### config.mk
export PLATFORM = sky130hd
export DESIGN_NAME = ps2_mouse_packet_rx
export DESIGN_NICKNAME = d
export VERILOG_FILES = /design/src/rtl/ps2_mouse_packet_rx.sv
export SDC_FILE = /design/constraint.sdc
export NUM_CORES = 1
export LEC_CHECK = 0
export CAP_MARGIN = 0
export CELL_PAD_IN_SITES_DETAIL_PLACEMENT = 2
export CELL_PAD_IN_SITES_GLOBAL_PLACEMENT = 2
export CORE_ASPECT_RATIO = 2
export CORE_UTILIZATION = 30
export CTS_CLUSTER_SIZE = 25
export DETAILED_ROUTE_END_ITERATION = 8
export GPL_TIMING_DRIVEN = 0
export PLACE_DENSITY_LB_ADDON = 0.1
export SYNTH_ARGS = -nofsm -noshare
export SYNTH_HDL_FRONTEND = slang
export SYNTH_SLANG_ARGS = --single-unit
export TNS_END_PERCENT = 100
### constraint.sdc
create_clock -name qzt_clk -period 2.1 [get_ports qzt_clk]
set_input_delay 0.21 -clock qzt_clk [delete_from_list [all_inputs] [get_ports qzt_clk]]
set_output_delay 0.21 -clock qzt_clk [all_outputs]
set_load 0.02 [all_outputs]
### src/rtl/ps2_mouse_packet_rx.sv
// PS/2 mouse receiver: conditions ps2_clk/ps2_data on the quartz clock, checks 11-bit
// frames (odd parity) and assembles 3-byte packets presented with a one-cycle tx strobe.
module ps2_mouse_packet_rx #(
    parameter int FILTER_LEN     = 8,
    parameter int TIMEOUT_CYCLES = 100000
) (
    input  logic       qzt_clk,
    input  logic       rst_n,
    input  logic       ps2_clk,
    input  logic       ps2_data,
    output logic [7:0] status,
    output logic [7:0] deltaX,
    output logic [7:0] deltaY,
    output logic       tx,
    output logic       frame_err
);

    localparam int FW = $clog2(FILTER_LEN + 1);
    localparam int TW = $clog2(TIMEOUT_CYCLES + 1);
    localparam logic [FW-1:0] FILT_LAST = FW'(FILTER_LEN - 1);
    localparam logic [TW-1:0] TO_LAST   = TW'(TIMEOUT_CYCLES - 1);
    localparam logic [TW-1:0] TO_MAX    = TW'(TIMEOUT_CYCLES);

    typedef enum logic [1:0] {ST_START, ST_DATA, ST_PARITY, ST_STOP} state_t;

    function automatic logic odd_parity_ok(input logic [7:0] data, input logic par);
        return ((^{data, par}) == 1'b1);
    endfunction

    logic          clk_meta_r, clk_sync_r, data_meta_r, data_sync_r;
    logic          filt_clk_r;
    logic [FW-1:0] filt_cnt_r;
    logic [TW-1:0] to_cnt_r;
    state_t        state_r;
    logic [3:0]    bit_cnt_r;
    logic [1:0]    idx_r;
    logic [7:0]    shift_r, byte0_r, byte1_r;
    logic          par_r;
    logic          fall_s, to_hit_s, busy_s;

    // Two-flop synchronisers for both PS/2 lines; idle level is high.
    always_ff @(posedge qzt_clk or negedge rst_n) begin
        if (!rst_n) begin
            clk_meta_r  <= 1'b1;
            clk_sync_r  <= 1'b1;
            data_meta_r <= 1'b1;
            data_sync_r <= 1'b1;
        end else begin
            clk_meta_r  <= ps2_clk;
            clk_sync_r  <= clk_meta_r;
            data_meta_r <= ps2_data;
            data_sync_r <= data_meta_r;
        end
    end

    // Glitch filter: the level flips only after FILTER_LEN consecutive disagreeing samples.
    always_ff @(posedge qzt_clk or negedge rst_n) begin
        if (!rst_n) begin
            filt_clk_r <= 1'b1;
            filt_cnt_r <= '0;
        end else if (clk_sync_r != filt_clk_r) begin
            if (filt_cnt_r == FILT_LAST) begin
                filt_clk_r <= clk_sync_r;
                filt_cnt_r <= '0;
            end else begin
                filt_cnt_r <= filt_cnt_r + 1'b1;
            end
        end else begin
            filt_cnt_r <= '0;
        end
    end

    // Falling-edge strobe, timeout hit (an edge in the same cycle wins) and busy flag.
    always_comb begin
        fall_s   = 1'b0;
        to_hit_s = 1'b0;
        busy_s   = (bit_cnt_r != 4'd0) || (idx_r != 2'd0);
        if (filt_clk_r && !clk_sync_r && (filt_cnt_r == FILT_LAST)) begin
            fall_s = 1'b1;
        end else begin
            to_hit_s = (to_cnt_r == TO_LAST);
        end
    end

    // Idle counter: cleared by every filtered falling edge, saturating at TIMEOUT_CYCLES.
    always_ff @(posedge qzt_clk or negedge rst_n) begin
        if (!rst_n) begin
            to_cnt_r <= '0;
        end else if (fall_s) begin
            to_cnt_r <= '0;
        end else if (to_cnt_r != TO_MAX) begin
            to_cnt_r <= to_cnt_r + 1'b1;
        end else begin
            to_cnt_r <= to_cnt_r;
        end
    end

    // Frame and packet FSM with registered outputs and strobes.
    always_ff @(posedge qzt_clk or negedge rst_n) begin
        if (!rst_n) begin
            state_r   <= ST_START;
            bit_cnt_r <= 4'd0;
            idx_r     <= 2'd0;
            shift_r   <= 8'h00;
            byte0_r   <= 8'h00;
            byte1_r   <= 8'h00;
            par_r     <= 1'b0;
            status    <= 8'h00;
            deltaX    <= 8'h00;
            deltaY    <= 8'h00;
            tx        <= 1'b0;
            frame_err <= 1'b0;
        end else begin
            tx        <= 1'b0;
            frame_err <= 1'b0;
            if (fall_s) begin
                case (state_r)
                    ST_START: begin
                        // A high start bit is treated as noise and silently ignored.
                        if (!data_sync_r) begin
                            bit_cnt_r <= 4'd1;
                            state_r   <= ST_DATA;
                        end else begin
                            bit_cnt_r <= 4'd0;
                        end
                    end
                    ST_DATA: begin
                        shift_r   <= {data_sync_r, shift_r[7:1]};
                        bit_cnt_r <= bit_cnt_r + 4'd1;
                        if (bit_cnt_r == 4'd8) begin
                            state_r <= ST_PARITY;
                        end else begin
                            state_r <= ST_DATA;
                        end
                    end
                    ST_PARITY: begin
                        par_r     <= data_sync_r;
                        bit_cnt_r <= 4'd10;
                        state_r   <= ST_STOP;
                    end
                    ST_STOP: begin
                        bit_cnt_r <= 4'd0;
                        state_r   <= ST_START;
                        if (!odd_parity_ok(shift_r, par_r) || !data_sync_r) begin
                            idx_r     <= 2'd0;
                            frame_err <= 1'b1;
                        end else begin
                            case (idx_r)
                                2'd0: begin
                                    if (shift_r[3]) begin
                                        byte0_r <= shift_r;
                                        idx_r   <= 2'd1;
                                    end else begin
                                        frame_err <= 1'b1;
                                    end
                                end
                                2'd1: begin
                                    byte1_r <= shift_r;
                                    idx_r   <= 2'd2;
                                end
                                2'd2: begin
                                    status <= byte0_r;
                                    deltaX <= byte1_r;
                                    deltaY <= shift_r;
                                    tx     <= 1'b1;
                                    idx_r  <= 2'd0;
                                end
                                default: begin
                                    idx_r     <= 2'd0;
                                    frame_err <= 1'b1;
                                end
                            endcase
                        end
                    end
                    default: begin
                        state_r   <= ST_START;
                        bit_cnt_r <= 4'd0;
                    end
                endcase
            end else if (to_hit_s && busy_s) begin
                state_r   <= ST_START;
                bit_cnt_r <= 4'd0;
                idx_r     <= 2'd0;
                frame_err <= 1'b1;
            end else begin
                state_r <= state_r;
            end
        end
    end

endmodule

Word-level counts from Yosys, hierarchy flattened
Cells that the tools add are included.
{"block": "word_totals", "latchBits": 0, "memories": 0, "rom_bits": 0, "ramBits": 0, "wordCells": 90, "ff_bits": 85}
{"block": "classes", "n_bitwise": 1, "n_reduce_logical": 24, "n_div": 0, "muxes": 30, "eq_ne": 13, "shifts": 0, "magnitude_cmp": 0, "multipliers": 0, "add_sub_neg": 3}
{"operator": "17-bit two-way mux", "count": 2}
{"operator": "17-bit by 1-bit adder with 17-bit output (second input constant)", "count": 1}
{"operator": "17-bit == test (second input constant)", "count": 1}
{"operator": "17-bit inequality test (second input constant)", "count": 1}
{"operator": "2-bit two-way mux", "count": 8}
{"operator": "4-bit two-way mux", "count": 4}
{"operator": "4-bit case mux with 4 select lines", "count": 1}
{"operator": "1-bit two-way mux", "count": 12}
{"operator": "9-bit XOR reduction", "count": 1}
{"operator": "4-bit by 1-bit adder with 4-bit output (second input constant)", "count": 2}
{"operator": "2-bit case mux with 4 select lines", "count": 1}
{"operator": "2-bit AND reduction", "count": 4}
{"operator": "4-bit AND reduction", "count": 2}
{"operator": "2-bit == test (second input constant)", "count": 3}
{"operator": "2-bit nonzero test", "count": 3}
{"operator": "5-bit AND reduction", "count": 1}
{"operator": "2-bit by 1-bit == test with 1-bit output (second input constant)", "count": 2}
{"operator": "4-bit by 3-bit == test with 1-bit output (second input constant)", "count": 1}
{"operator": "4-bit == test (second input constant)", "count": 1}
{"operator": "2-bit zero test", "count": 2}
{"operator": "4-bit inequality test (second input constant)", "count": 1}
{"operator": "2-bit case mux with 2 select lines", "count": 1}
{"operator": "4-bit nonzero test", "count": 1}
{"operator": "1-bit logical AND", "count": 3}
{"operator": "9 further kinds", "count": 12}

Logic depth before layout (Yosys ltp)
{"block": "depth", "ltp_word": 7, "mapped_depth": 9, "depth_no_buf": 7}

Worst setup path after synthesis
OpenSTA, ideal clock, no wires.
{"block": "synth_path", "path_type": "register to register", "from": "register filt_clk_r", "to": "register deltaX[6]", "required_time_ps": 1975, "path_buffers": 3, "setup_time_ps": 125, "slack_ps": -116, "synth_period_minus_slack_ps": 2216, "stages_incl_launch_ff": 9, "t_arrival_ps": 2091, "path_cell_list": "dfstp_2 ha_1 and4b_1 clkbuf_1 and3_1 clkbuf_1 nand4_4 buf_6 mux2_4"}
{"block": "synth_between", "elab_chain_cells": 4}
{"element": "from (decl)", "line": "31", "text": "logic filt_clk_r;"}
{"element": "from (signal assigned)", "line": "63", "text": "filt_clk_r <= clk_sync_r;"}
{"element": "1-bit logical AND (2 in series)", "line": "78", "text": "if (filt_clk_r && !clk_sync_r && (filt_cnt_r == FILT_LAST)) begin"}
{"element": "1-bit two-way mux", "line": "78"}
{"element": "4-bit AND reduction (no source line)"}
{"element": "to (signal assigned)", "line": "163", "text": "deltaX <= byte1_r;"}
{"element": "to (decl)", "line": "12", "text": "output logic [7:0] deltaX,"}
Every way passes these cells.
A chain may end at the register's enable or synchronous reset.

Worst setup path after layout
{"block": "layout_path", "from": "register shift_r[3]", "to": "register deltaY[3]"}
{"block": "layout_between", "elab_chain_cells": 5}
{"element": "from (decl)", "line": "37", "text": "logic [7:0] shift_r, byte0_r, byte1_r;"}
{"element": "from (signal assigned)", "line": "128", "text": "shift_r <= {data_sync_r, shift_r[7:1]};"}
{"element": "9-bit XOR reduction", "line": "27", "text": "return ((^{data, par}) == 1'b1);"}
{"element": "1-bit zero test", "line": "144", "text": "if (!odd_parity_ok(shift_r, par_r) || !data_sync_r) begin"}
{"element": "1-bit logical OR", "line": "144"}
{"element": "1-bit NOT (no source line)"}
{"element": "4-bit AND reduction (no source line)"}
{"element": "to (signal assigned)", "line": "164", "text": "deltaY <= shift_r;"}
{"element": "to (decl)", "line": "13", "text": "output logic [7:0] deltaY,"}
Several ways; a longest one is shown, not always the timed one.

==> qor.yml <==
outcome:
  outcome: "finished, violations left"
  violations: "negative setup slack"
routing:
  routed_wl_um: 8940
  wl_per_cell_um: 17.6
  vias: 2457
  viasPerCell: 4.85
  dr.pass1.iters: 4
  drtIter0Drc: 58
  antenna_left: 0
  drc: 0
sta:
  slew_viol_final: 0
  tns_ns: -2.10
  relSlewSlack: 0.607
  rsz0062_at_grt: "yes"
  min_period_over_period: 1.04
  worst_pin_slew_ns: 0.585
  fin_crit_ns: 2.19
  hold_viol: 0
  setup_viol: 41
  setup_slack_ns: -0.0929
  max_freq_ghz: 0.456
  finClkSkew_ns: 0.00595
clock_tree:
  clock-sinks: 85
  root_buffer: "clkbuf_16"
  htreeDepth: 3
  path_clk_slew_ns: 0.07
  clk_latency_ns: 0.34
  cts_max_path_buffers: 2
  cts_buffers: 9
  tritoncts: "built"
power_and_ir_drop:
  vdd_drop_max_mv: 0.428
  combinationalPowerShare: 0.046
  switching_power_uw: 866
  p_int_mw: 2.71
  power_leakage_nw: 2.33
  pwr-share-seq: 0.497
  p_per_area_nw_per_um2: 726
  p_clk_frac: 0.457
  swShare: 0.242
  power_mw: 3.58
logic_synthesis:
  synth_nets: 309
  syn_inst: 295
  synth.top_cell.area_share: 0.521
  yosys_warnings: 0
  yosys_most_used_dff: "dfrtp_1"
  synth_cell_type_count: 43
  ys_seq_area_frac: 0.555
  async_flop_share: 1.00
  synth_area_leaders: "dfrtp_1, mux2_2, mux2_4, dfstp_2, ha_1"
  synth.avg_cell_area_um2: 13.0
  synth_area_um2: 3840
  synth_top_area_cell: "dfrtp_1"
  ys_seq_elements: 85
  synth_edf_count: 0
cells_and_area:
  utilization: 0.393
  multiInputGateArea_um2: 1700
  mostFrequentLayoutCells: "dfrtp_1, mux2_2, clkdlybuf4s50_1"
  area_delta_synth_final_pct: 28.3
  diodes: 0
  mostFrequentLayoutCell: "dfrtp_1"
  finalNonFillerCells: 507
  regArea_um2: 2140
  drive_gt1_frac: 0.328
  fillCellCount: 1287
  nNetsFinal: 366
global_routing:
  grt_pass1_wl_um: 14800
  antenna_found_initial: 0
  grt_start_max_net_pins: 55
  globalRouteTotalUtil: 0.152
  grt_pass1_vias: 2770
  globalRouteOverflowTotal: 0
setup_path:
  cp.arrival_ns: 2.42
  worstSetupPathType: "reg2reg"
  cp-end-kind: "flip-flop"
  cp-start-kind: "flip-flop"
  cp.required_ns: 2.32
  cp_max_fo: 5
floorplan:
  rows: 58
  coreArea_um2: 12600
  die_x_um: 82.0
  die_h_um: 162
  ioPinCount: 30
  die_area_um2: 13300
  start_util: 0.306
place:
  place_inst: 475
  gp_congestion: 0.705
  port_buffers: 29
  hpwl_um: 6350
hold_path:
  hold_class: "in2reg"
job:
  cap_violations: 0
[path summary, 6_finish.rpt]
kind                       cells past startpoint  slack [ns]   startpoint          end
max                                            7       -0.09   shift_r[3]    deltaY[3]
min                                            1        0.28      ps2_clk   clk_meta_r
max reg2reg                                    7       -0.09   shift_r[3]    deltaY[3]
min reg2reg                                    0        0.36  data_meta_r  data_sync_r
max in group asynchronous                      3        1.06        rst_n   clk_meta_r
min in group asynchronous                      2        0.36        rst_n    deltaX[1]
[cells in the mapped netlist (all sizes together) (6+ instances only)]
| library cell | count |
|---|---|
| xnor2 | 12 |
| dfrtp | 80 |
| nor3 | 8 |
| inv | 11 |
| ha | 10 |
| o21ai | 7 |
| nand4 | 7 |
| mux2 | 49 |
| nand2 | 10 |
| xor2 | 11 |
| and3 | 6 |
| nor2 | 24 |
| nand3 | 12 |
| clkbuf | 7 |
[area by class of cell]
| class | instances | share of cell area |
|---|---|---|
| inverter | 11 | 0.00837 |
| clock buffer | 9 | 0.0457 |
| timing repair buffer | 48 | 0.0992 |
| buffer | 7 | 0.0122 |
| sequential | 85 | 0.434 |
| multi-input combinational | 190 | 0.346 |
| clock inverter | 7 | 0.0167 |
| tap | 150 | 0.0381 |
[what timing repair did]
item                       in CTS  in global routing
buffers inserted                9                  7
cloned                          1                  0
resized for setup              18                 10
pin swaps                       3                  5
setup endpoints to repair      58                 52
hold buffers                    1                  0
hold endpoints to repair       27                  0
[per-layer routing]
metal,up-vias,part of all wire,GRT usage
met3,10,0.016,0.0292
li1,1144,-,-
met2,24,0.61,0.293
met4,0,0.022,0.0582
met5,-,0,0
met1,1279,0.35,0.150
[sequential cells by signal, summed over array words and instances, names as in the netlist, 2 cells and up]
name	cells
state_r	2
deltaX	8
status	8
deltaY	8
bit_cnt_r	4
byte1_r	8
byte0_r	8
filt_cnt_r	4
idx_r	2
to_cnt_r	17
shift_r	8
[worst max-delay path, cell delays in order (launching register included)]
cell and delay [ns]:
dfrtp_2 0.43, xnor2_2 0.15, xnor3_2 0.48, xnor2_4 0.24, nand4_4 0.14, buf_4 0.20
buf_16 0.14, mux2_4 0.29
[power by group through the flow]
stage	combinational, mW	sequential [mW]	clock (mW)
after floorplan	0.100	1.79	0
after global placement	0.156	1.81	0
after detailed placement	0.170	1.81	0
after CTS	0.172	1.78	1.71
after global routing	0.189	1.79	1.77
final	0.165	1.78	1.64
[logic make-up after synthesis]
family                     count (synthesis)  synth area share
xor gates and xnor gates                  24            0.0635
DFF                                       85             0.555
adders and majority gates                 10            0.0326
and+or+nand+nor                           84             0.123
muxes                                     50             0.165
AOI/OAI and AO/OA                         22            0.0374
buffers and inverters                     20            0.0234
[through the flow]
stage | hold WS (ns) | setup slack [ns] | cell area, µm²
finish | 0.278 | -0.0929 | 4930
CTS | 0.264 | -0.171 | 4850
global route | 0.269 | -0.162 | 4930
floorplan | -0.0856 | 0.00251 | 3850
detailed placement | 0.199 | -0.337 | 4360
global placement | 0.348 | -2.53 | 4330
Power figures use the tool's default switching activity.
